[src/rtl/button_debouncer_pkg.sv]
// Shared types and cycle-count helpers for button-style input peripherals.
// FSM state encodings plus debounce and long-press cycle derivation.
package button_debouncer_pkg;

  typedef enum logic [1:0] {
    RELEASED     = 2'd0,
    PRESS_WAIT   = 2'd1,
    PRESSED      = 2'd2,
    RELEASE_WAIT = 2'd3
  } db_state_e;

  function automatic int db_cycles(
    input int clk_hz,
    input int us
  );
    int c;
    c = (clk_hz / 1_000_000) * us;
    return (c < 1) ? 1 : c;
  endfunction

  function automatic int lp_cycles(
    input int clk_hz,
    input int ms
  );
    int c;
    c = (clk_hz / 1000) * ms;
    return (c < 1) ? 1 : c;
  endfunction

endpackage

[src/rtl/button_debouncer_sync_2ff.sv]
// Generic two-flop synchroniser with a configurable reset level.
// Used on every asynchronous input pin.
module sync_2ff #(
  parameter logic RST_VAL = 1'b0
) (
  input  logic clk,
  input  logic rst,
  input  logic d,
  output logic q
);

  logic meta;

  always_ff @(posedge clk) begin
    if (rst) begin
      meta <= RST_VAL;
      q    <= RST_VAL;
    end else begin
      meta <= d;
      q    <= meta;
    end
  end

endmodule

[src/rtl/button_debouncer.sv]
// Push-button debouncer with press/release pulses and registered level.
// Define BTN_LONG_PRESS_EN to build the long-press hold counter.
module button_debouncer
  import button_debouncer_pkg::*;
#(
  parameter int CLK_FREQ_HZ   = 50_000_000,
  parameter int DEBOUNCE_US   = 10_000,
  parameter bit ACTIVE_LOW    = 1'b1,
  parameter int LONG_PRESS_MS = 1000
) (
  input  logic clk_in,
  input  logic rst_in,
  input  logic btn_in,
  output logic btn_level_out,
  output logic toggle_flash_out,
  output logic release_out,
  output logic long_press_out
);

  localparam int DB_CYCLES = db_cycles(CLK_FREQ_HZ, DEBOUNCE_US);
  localparam int CW = $clog2(DB_CYCLES + 1);
  localparam logic [CW-1:0] DB_LAST = CW'(DB_CYCLES - 1);

  logic          btn_sync;
  logic          pressed;
  db_state_e     state, state_d;
  logic [CW-1:0] cnt, cnt_d;
  logic          level_d, press_d, release_d;

  // Reset value is the raw pin level that means "released".
  sync_2ff #(
    .RST_VAL(ACTIVE_LOW)
  ) u_sync (
    .clk(clk_in),
    .rst(rst_in),
    .d  (btn_in),
    .q  (btn_sync)
  );

  assign pressed = btn_sync ^ ACTIVE_LOW;

  always_ff @(posedge clk_in) begin
    if (rst_in) begin
      state            <= RELEASED;
      cnt              <= '0;
      btn_level_out    <= 1'b0;
      toggle_flash_out <= 1'b0;
      release_out      <= 1'b0;
    end else begin
      state            <= state_d;
      cnt              <= cnt_d;
      btn_level_out    <= level_d;
      toggle_flash_out <= press_d;
      release_out      <= release_d;
    end
  end

  always_comb begin
    state_d = state;
    cnt_d   = cnt;
    unique case (state)
      RELEASED: begin
        if (pressed) begin
          state_d = PRESS_WAIT;
          cnt_d   = '0;
        end
      end
      PRESS_WAIT: begin
        if (!pressed) begin
          state_d = RELEASED;
          cnt_d   = '0;
        end else if (cnt == DB_LAST) begin
          state_d = PRESSED;
        end else begin
          cnt_d = cnt + 1'b1;
        end
      end
      PRESSED: begin
        if (!pressed) begin
          state_d = RELEASE_WAIT;
          cnt_d   = '0;
        end
      end
      RELEASE_WAIT: begin
        if (pressed) begin
          state_d = PRESSED;
          cnt_d   = '0;
        end else if (cnt == DB_LAST) begin
          state_d = RELEASED;
        end else begin
          cnt_d = cnt + 1'b1;
        end
      end
      default: begin
        state_d = RELEASED;
        cnt_d   = '0;
      end
    endcase
  end

  always_comb begin
    press_d   = (state == PRESS_WAIT) && (state_d == PRESSED);
    release_d = (state == RELEASE_WAIT) && (state_d == RELEASED);
    level_d   = (state_d == PRESSED) || (state_d == RELEASE_WAIT);
  end

`ifdef BTN_LONG_PRESS_EN
  localparam int LP_CYCLES = lp_cycles(CLK_FREQ_HZ, LONG_PRESS_MS);
  localparam int HW = $clog2(LP_CYCLES + 1);
  localparam logic [HW-1:0] LP_LAST = HW'(LP_CYCLES - 1);
  localparam logic [HW-1:0] LP_SAT  = HW'(LP_CYCLES);

  logic [HW-1:0] hold, hold_d;
  logic          long_d;

  // Bouncing through RELEASE_WAIT leaves hold untouched.
  always_comb begin
    hold_d = hold;
    long_d = 1'b0;
    if (press_d) begin
      hold_d = '0;
    end else if (state == PRESSED) begin
      if (hold == LP_LAST) begin
        hold_d = LP_SAT;
        long_d = 1'b1;
      end else if (hold < LP_LAST) begin
        hold_d = hold + 1'b1;
      end
    end else if (release_d) begin
      hold_d = '0;
    end
  end

  always_ff @(posedge clk_in) begin
    if (rst_in) begin
      hold           <= '0;
      long_press_out <= 1'b0;
    end else begin
      hold           <= hold_d;
      long_press_out <= long_d;
    end
  end
`else
  assign long_press_out = 1'b0;
`endif

endmodule
[config.mk]
export PLATFORM = sky130hd
export DESIGN_NAME = button_debouncer
export DESIGN_NICKNAME = d
export VERILOG_FILES = /design/src/rtl/button_debouncer_pkg.sv /design/src/rtl/button_debouncer_sync_2ff.sv /design/src/rtl/button_debouncer.sv
export SDC_FILE = /design/constraint.sdc
export NUM_CORES = 1
export LEC_CHECK = 0
export BUFFER_PORTS_ARGS = -buffer_cell sky130_fd_sc_hd__buf_4
export CORE_MARGIN = 3
export CORE_UTILIZATION = 40
export DETAILED_ROUTE_END_ITERATION = 7
export PLACE_DENSITY_LB_ADDON = 0.3
export SLEW_MARGIN = 15
export SYNTH_ARGS = -nofsm -noshare
export SYNTH_HDL_FRONTEND = slang
export SYNTH_HIERARCHICAL = 1
export SYNTH_SLANG_ARGS = --single-unit
[constraint.sdc]
create_clock -name clk_in -period 1.8 [get_ports clk_in]
set_input_delay 0.18 -clock clk_in [delete_from_list [all_inputs] [get_ports clk_in]]
set_output_delay 0.18 -clock clk_in [all_outputs]
set_load 0.02 [all_outputs]
==> impl_metrics.json, run 1 <==
{
  "post-route-util_pct": 48.7,
  "crit_path_end_kind": "register",
  "antenna_found_initial": 0,
  "ys_warn_count": 6,
  "die_w_um": 62.9,
  "grt_first_pass_wirelength_um": 4630,
  "ant_nets": 0,
  "cp.required_ns": 2.02,
  "avgRoutedWirePerCell_um": 14.1,
  "hold_violations": 0,
  "final.period_utilization_pct": 95.2,
  "die_area_um2": 3960,
  "path_clk_slew_ns": 0.15,
  "ys.flop_type": "dfxtp_1",
  "firstDrtPassIters": 4,
  "fill_cells": 307,
  "cts_tree": "yes",
  "setup_viol": 0,
  "irDropWorstVdd_uv": 347,
  "num_rows": 20,
  "fmax_mhz": 583,
  "grt-ovfl-total": 0,
  "routed.top_layer": "met4",
  "leakage_nw": 0.553,
  "clock_skew_ns": 0.0176,
  "insertion_delay_ns": 0.32,
  "numCtsBuffers": 3,
  "core-area_um2": 3080,
  "ys_ff_latch": 26,
  "portBuffers": 5,
  "crit_arrival_ns": 1.93,
  "synth_cell_types": 48,
  "drt_iter0_markers": 82,
  "register_area_um2": 522,
  "cts.sinks": 26,
  "totalWireLength_um": 2840,
  "grt_max_degree": 15,
  "vias": 1097,
  "root_buffer": "clkbuf_4",
  "async_reset_ff_share_pct": 0,
  "syn_nets": 148,
  "grt_pass1_vias": 1017,
  "avgSynthCellArea_um2": 8.99,
  "drv_slew": 0,
  "drv_cap": 0,
  "status": "finished clean",
  "fin_nets": 163,
  "fin_crit_ns": 1.71,
  "areaGrowthSynthToFinish_pct": 15.8,
  "start_util_pct": 42.1,
  "place_congestion": 0.740,
  "pwr_density_cell_nw_per_um2": 613,
  "hold_path_class": "input port to register",
  "synth-seq-area-share_pct": 40.2,
  "dp_hpwl_um": 1980,
  "h-tree-depth": 1,
  "cp_max_fo": 6,
  "placed_cell_area_um2": 1410,
  "wl_met1_um": 1290,
  "drive_gt1_share_pct": 25.3,
  "wl_met2_um": 1430,
  "worstSetupStartpointType": "register",
  "drcViolationCount": 0,
  "num_io_pins": 7,
  "final_area_um2": 1500,
  "met3_length_um": 100,
  "path_class": "register to register",
  "synth-edff-count": 0,
  "dieHeight_um": 62.9,
  "holdBufCountCts": 0,
  "syn_area_um2": 1290,
  "track_usage_pct": 14.4,
  "multi_input_area_um2": 741,
  "num_antenna_cells": 0,
  "syn_inst": 144,
  "avgViaCountPerCell": 5.43,
  "max-clock-path-buffers": 2,
  "final.setup.tns_ns": 0
}
final cells by class:
cell class | instances | share of cell area, %
Clock buffer | 4 | 2.42
Inverter | 5 | 1.25
Multi-Input combinational cell | 106 | 49.4
Sequential cell | 26 | 34.8
Tap cell | 44 | 3.67
Timing Repair Buffer | 17 | 8.51
state kept, by name (all words and copies together) (netlist names):
name / flops
cnt: 19
release_out: 1
state: 2
u_sync/q: 1
btn_level_out: 1
u_sync/meta: 1
toggle_flash_out: 1
critical path, stage by stage, from the launching register on:
cell and delay (ns):
dfxtp_1 0.38, nor4b_2 0.34, and4_2 0.34, a21oi_4 0.07, buf_4 0.17, a311oi_1 0.30
what timing repair did:
action,CTS,global route
setup endpoints to repair,1,14
buffers inserted,0,3
gates resized for setup,2,7
pin swaps,0,2
cell usage after synthesis, types with 3 or more instances:
library cell | instances | area, um^2
inv_1 | 5 | 18.8
xor2_1 | 3 | 26.3
a21oi_1 | 4 | 20.0
nor2_1 | 23 | 86.3
o21ai_0 | 3 | 15.0
and3_1 | 4 | 25.0
or2_1 | 3 | 18.8
a31oi_1 | 3 | 18.8
nor3_1 | 3 | 15.0
nand3_1 | 7 | 35.0
nand4_1 | 8 | 50.1
xnor2_1 | 5 | 43.8
nand2_1 | 5 | 18.8
dfxtp_1 | 26 | 521
and4_1 | 3 | 26.3
layout by cell type (no fill, tap or decap), drive strengths merged, types with 2 or more instances in the layout:
cell,synthesis,layout
a211oi,2,2
a21o,2,2
a21oi,5,5
a311oi,2,2
a31o,2,2
a31oi,3,3
and3,4,4
and4,3,3
buf,6,17
clkbuf,1,4
dfxtp,26,26
inv,5,5
mux2,2,2
nand2,6,6
nand3,7,7
nand4,9,9
nor2,23,23
nor3,3,3
nor4,3,3
o21ai,4,4
or2,3,3
xnor2,6,6
xor2,3,3
power breakdown:
part           total, mW  internal, mW  switching, mW
Sequential         0.582         0.579        0.00340
Combinational     0.0450        0.0179         0.0271
Clock              0.292         0.124          0.169
Total              0.920         0.720          0.199
kinds of logic after synthesis:
kind of cell,synth area share (%)
XOR/XNOR,6.67
flip-flops,40.2
AND/OR/NAND/NOR,30.4
AO/OA/AOI/OAI,14.6
multiplexers,1.74
adder cells (fa/ha/maj),0.966
buffers and inverters,5.12
other,0.290
stage by stage:
step	cells	power [mW]	hold slack [ns]	worst slack [ns]
after global routing	202	0.952	0.0451	-0.00239
after detailed placement	195	0.637	0.368	0.0236
after global placement	195	0.636	0.362	0.0670
after CTS	199	0.926	0.0382	0.00112
final	202	0.920	0.0488	0.0856
after floorplan	144	0.632	0.277	0.168
per-layer routing:
| layer | up-vias | track usage [%] |
|---|---|---|
| met5 | - | 0 |
| met2 | 32 | 23.7 |
| met3 | 4 | 2.16 |
| li1 | 549 | - |
| met1 | 512 | 18.5 |
| met4 | 0 | 6.34 |
path summary, 6_finish.rpt:
kind	slack (ns)	from	cells past startpoint	endpoint
worst max-delay path	0.09	cnt[7]	5	cnt[2]
worst min register to register	0.43	u_sync/meta	1	u_sync/q
worst max register to register	0.09	cnt[7]	5	cnt[2]
worst min-delay path	0.05	btn_in	2	u_sync/meta
Note: power is estimated with default switching activity, not from simulation.
==> inputs of run 2 (changes only) <==
Settings changed: CTS_BUF_LIST set to sky130_fd_sc_hd__clkbuf_8, SYNTH_HIERARCHICAL 1 to unset, TNS_END_PERCENT set to 50.
==> run 2 against run 1 <==
Combinational power increased by 63%. Worst hold slack improved by 0.037 ns. Sequential cell count unchanged. Critical path type unchanged.
==> impl_metrics.json, run 2 <==
{
  "final_cell_mix": "34 x buf_4, 24 x dfxtp_1, 19 x nand2_1, 15 x nand3_1, 10 x nor2_1",
  "syn_nets": 174,
  "numCtsBuffers": 3,
  "synth-seq-area-share_pct": 37.5,
  "areaGrowthSynthToFinish_pct": 26.2,
  "drive_gt1_share_pct": 26.0,
  "syn_area_um2": 1390,
  "multi_input_area_um2": 861,
  "fin_crit_ns": 1.73,
  "dp_cells": 236,
  "relSlewSlack_pct": 66.7,
  "place_congestion": 0.888,
  "yosys-top-cells-count": "26 x dfxtp_1, 19 x nand2_1, 15 x nand3_1, 11 x nor2_1, 9 x clkbuf_1",
  "drt_iter0_markers": 117,
  "worstSetupStartpointType": "register",
  "drcViolationCount": 0,
  "rsz0062_at_grt": "yes",
  "vias": 1414,
  "leakage_nw": 0.665,
  "cts.sinks": 26,
  "num_antenna_cells": 0,
  "holdBufCountCts": 0,
  "ys_warn_count": 0,
  "ys_ff_latch": 26,
  "syn_inst": 170,
  "num_io_pins": 7,
  "status": "finished clean",
  "die_area_um2": 4220,
  "crit_arrival_ns": 1.95,
  "drv_slew": 0,
  "yosysMostFrequentCell": "dfxtp_1",
  "hold_path_class": "input port to register",
  "max_flop_register": "cnt",
  "netlist_top_cells_area": "dfxtp_1 37%, nand3_1 5.4%, nand2_1 5.1%, nor2_1 3.0%, nor3_1 2.9%",
  "worst-slew-pin-transition_ns": 0.496,
  "largest_register_ff_count": 19,
  "final.setup.tns_ns": 0,
  "die_w_um": 64.9,
  "firstDrtPassIters": 4,
  "cp_max_fo": 5,
  "grt_max_degree": 19,
  "core-area_um2": 3180,
  "avgSynthCellArea_um2": 8.17,
  "h-tree-depth": 1,
  "max-clock-path-buffers": 2,
  "post-route-util_pct": 55.2,
  "synth-edff-count": 0,
  "dp_hpwl_um": 2750,
  "final_common_cell": "buf_4",
  "fill_cells": 321,
  "placed_cell_area_um2": 1670,
  "insertion_delay_ns": 0.27,
  "final_area_um2": 1750,
  "crit_path_end_kind": "register",
  "totalWireLength_um": 3560,
  "clock_skew_ns": 0.00149,
  "drv_cap": 0,
  "hold_violations": 0,
  "portBuffers": 5,
  "ant_nets": 0,
  "register_area_um2": 526,
  "post-cts-setup-buffer-count": 0,
  "grt-ovfl-total": 0,
  "synth_area_leader_cell": "dfxtp_1",
  "instances_no_fill": 240,
  "largest_registers": "cnt (19), state (2)",
  "grt_first_pass_wirelength_um": 6080,
  "setup_viol": 0,
  "antenna_found_initial": 0,
  "grt_pass1_vias": 1342,
  "cts_tree": "yes",
  "final.period_utilization_pct": 96.0,
  "fmax_mhz": 579,
  "async_reset_ff_share_pct": 0,
  "irDropWorstVdd_uv": 460,
  "start_util_pct": 43.7,
  "track_usage_pct": 18.1,
  "synth_cell_types": 49,
  "path_class": "register to register",
  "path_clk_slew_ns": 0.09,
  "finalPower_mw": 1.00,
  "ys.flop_type": "dfxtp_1",
  "synth_top_area_share_pct": 37.5,
  "dieHeight_um": 64.9,
  "fin_nets": 201,
  "pwr_density_cell_nw_per_um2": 571,
  "num_rows": 20,
  "avgRoutedWirePerCell_um": 14.9,
  "root_buffer": "clkbuf_8",
  "avgViaCountPerCell": 5.89,
  "cp.required_ns": 2.02
}
## run 2: metal layers
layer / vias to the layer above / part of all wire (%) / global-route usage, %
li1: 694 / - / -
met1: 697 / 46 / 24.2
met2: 21 / 50 / 30.4
met3: 2 / 4.1 / 3.99
met4: 0 / 0.36 / 2.37
met5: - / 0 / 0
## run 2: cell families after synthesis
family,count (synthesis),share of synthesized area (%)
simple gates,85,33.1
compound gates,37,19.1
flops,26,37.5
buf+inv,15,4.68
xor+xnor,3,2.88
mux,2,1.62
fa+ha+maj,1,0.901
other cells,1,0.270
## run 2: worst max-delay path, stage by stage, from the launching register on
cell     delay [ns]
dfxtp_4        0.37
ha_4           0.14
nand4_4        0.10
or4_4          0.46
or4_1          0.51
nand3_1        0.09
## run 2: repair_timing
action	CTS	global route
setup endpoints to repair	1	6
hold endpoints to repair	0	0
gates cloned	0	0
gates resized for setup	1	6
## run 2: worst paths after layout
path | start | to | slack (ns) | depth (start not counted)
setup reg to reg | cnt[1] | cnt[16] | 0.07 | 5
setup / recovery | cnt[1] | cnt[16] | 0.07 | 5
hold / removal | btn_in | u_sync.meta | 0.09 | 2
hold reg to reg | u_sync.meta | u_sync.q | 0.42 | 1
## run 2: cell type report
cell class / instances / area share [%]
Clock inverter: 1 / 0.214
Multi-Input combinational cell: 129 / 49.1
Inverter: 3 / 0.642
Clock buffer: 3 / 2.36
Sequential cell: 26 / 30.0
Tap cell: 44 / 3.14
Timing Repair Buffer: 34 / 14.6
## run 2: where the power goes
group	leakage, nW	total (mW)	switching, mW	internal [mW]
Combinational	0.427	0.0732	0.0387	0.0346
Clock	0.0269	0.339	0.186	0.153
Sequential	0.211	0.588	0.00688	0.582
Total	0.665	1.00	0.231	0.769
## run 2: per-stage QoR
step           worst slack [ns]  hold slack, ns
3_5_place_dp          -0.000919           0.370
3_3_place_gp             0.0713           0.367
5_1_grt                 -0.0163          0.0818
4_1_cts                  0.0330          0.0794
2_1_floorplan           -0.0120           0.284
6_report                 0.0726          0.0856
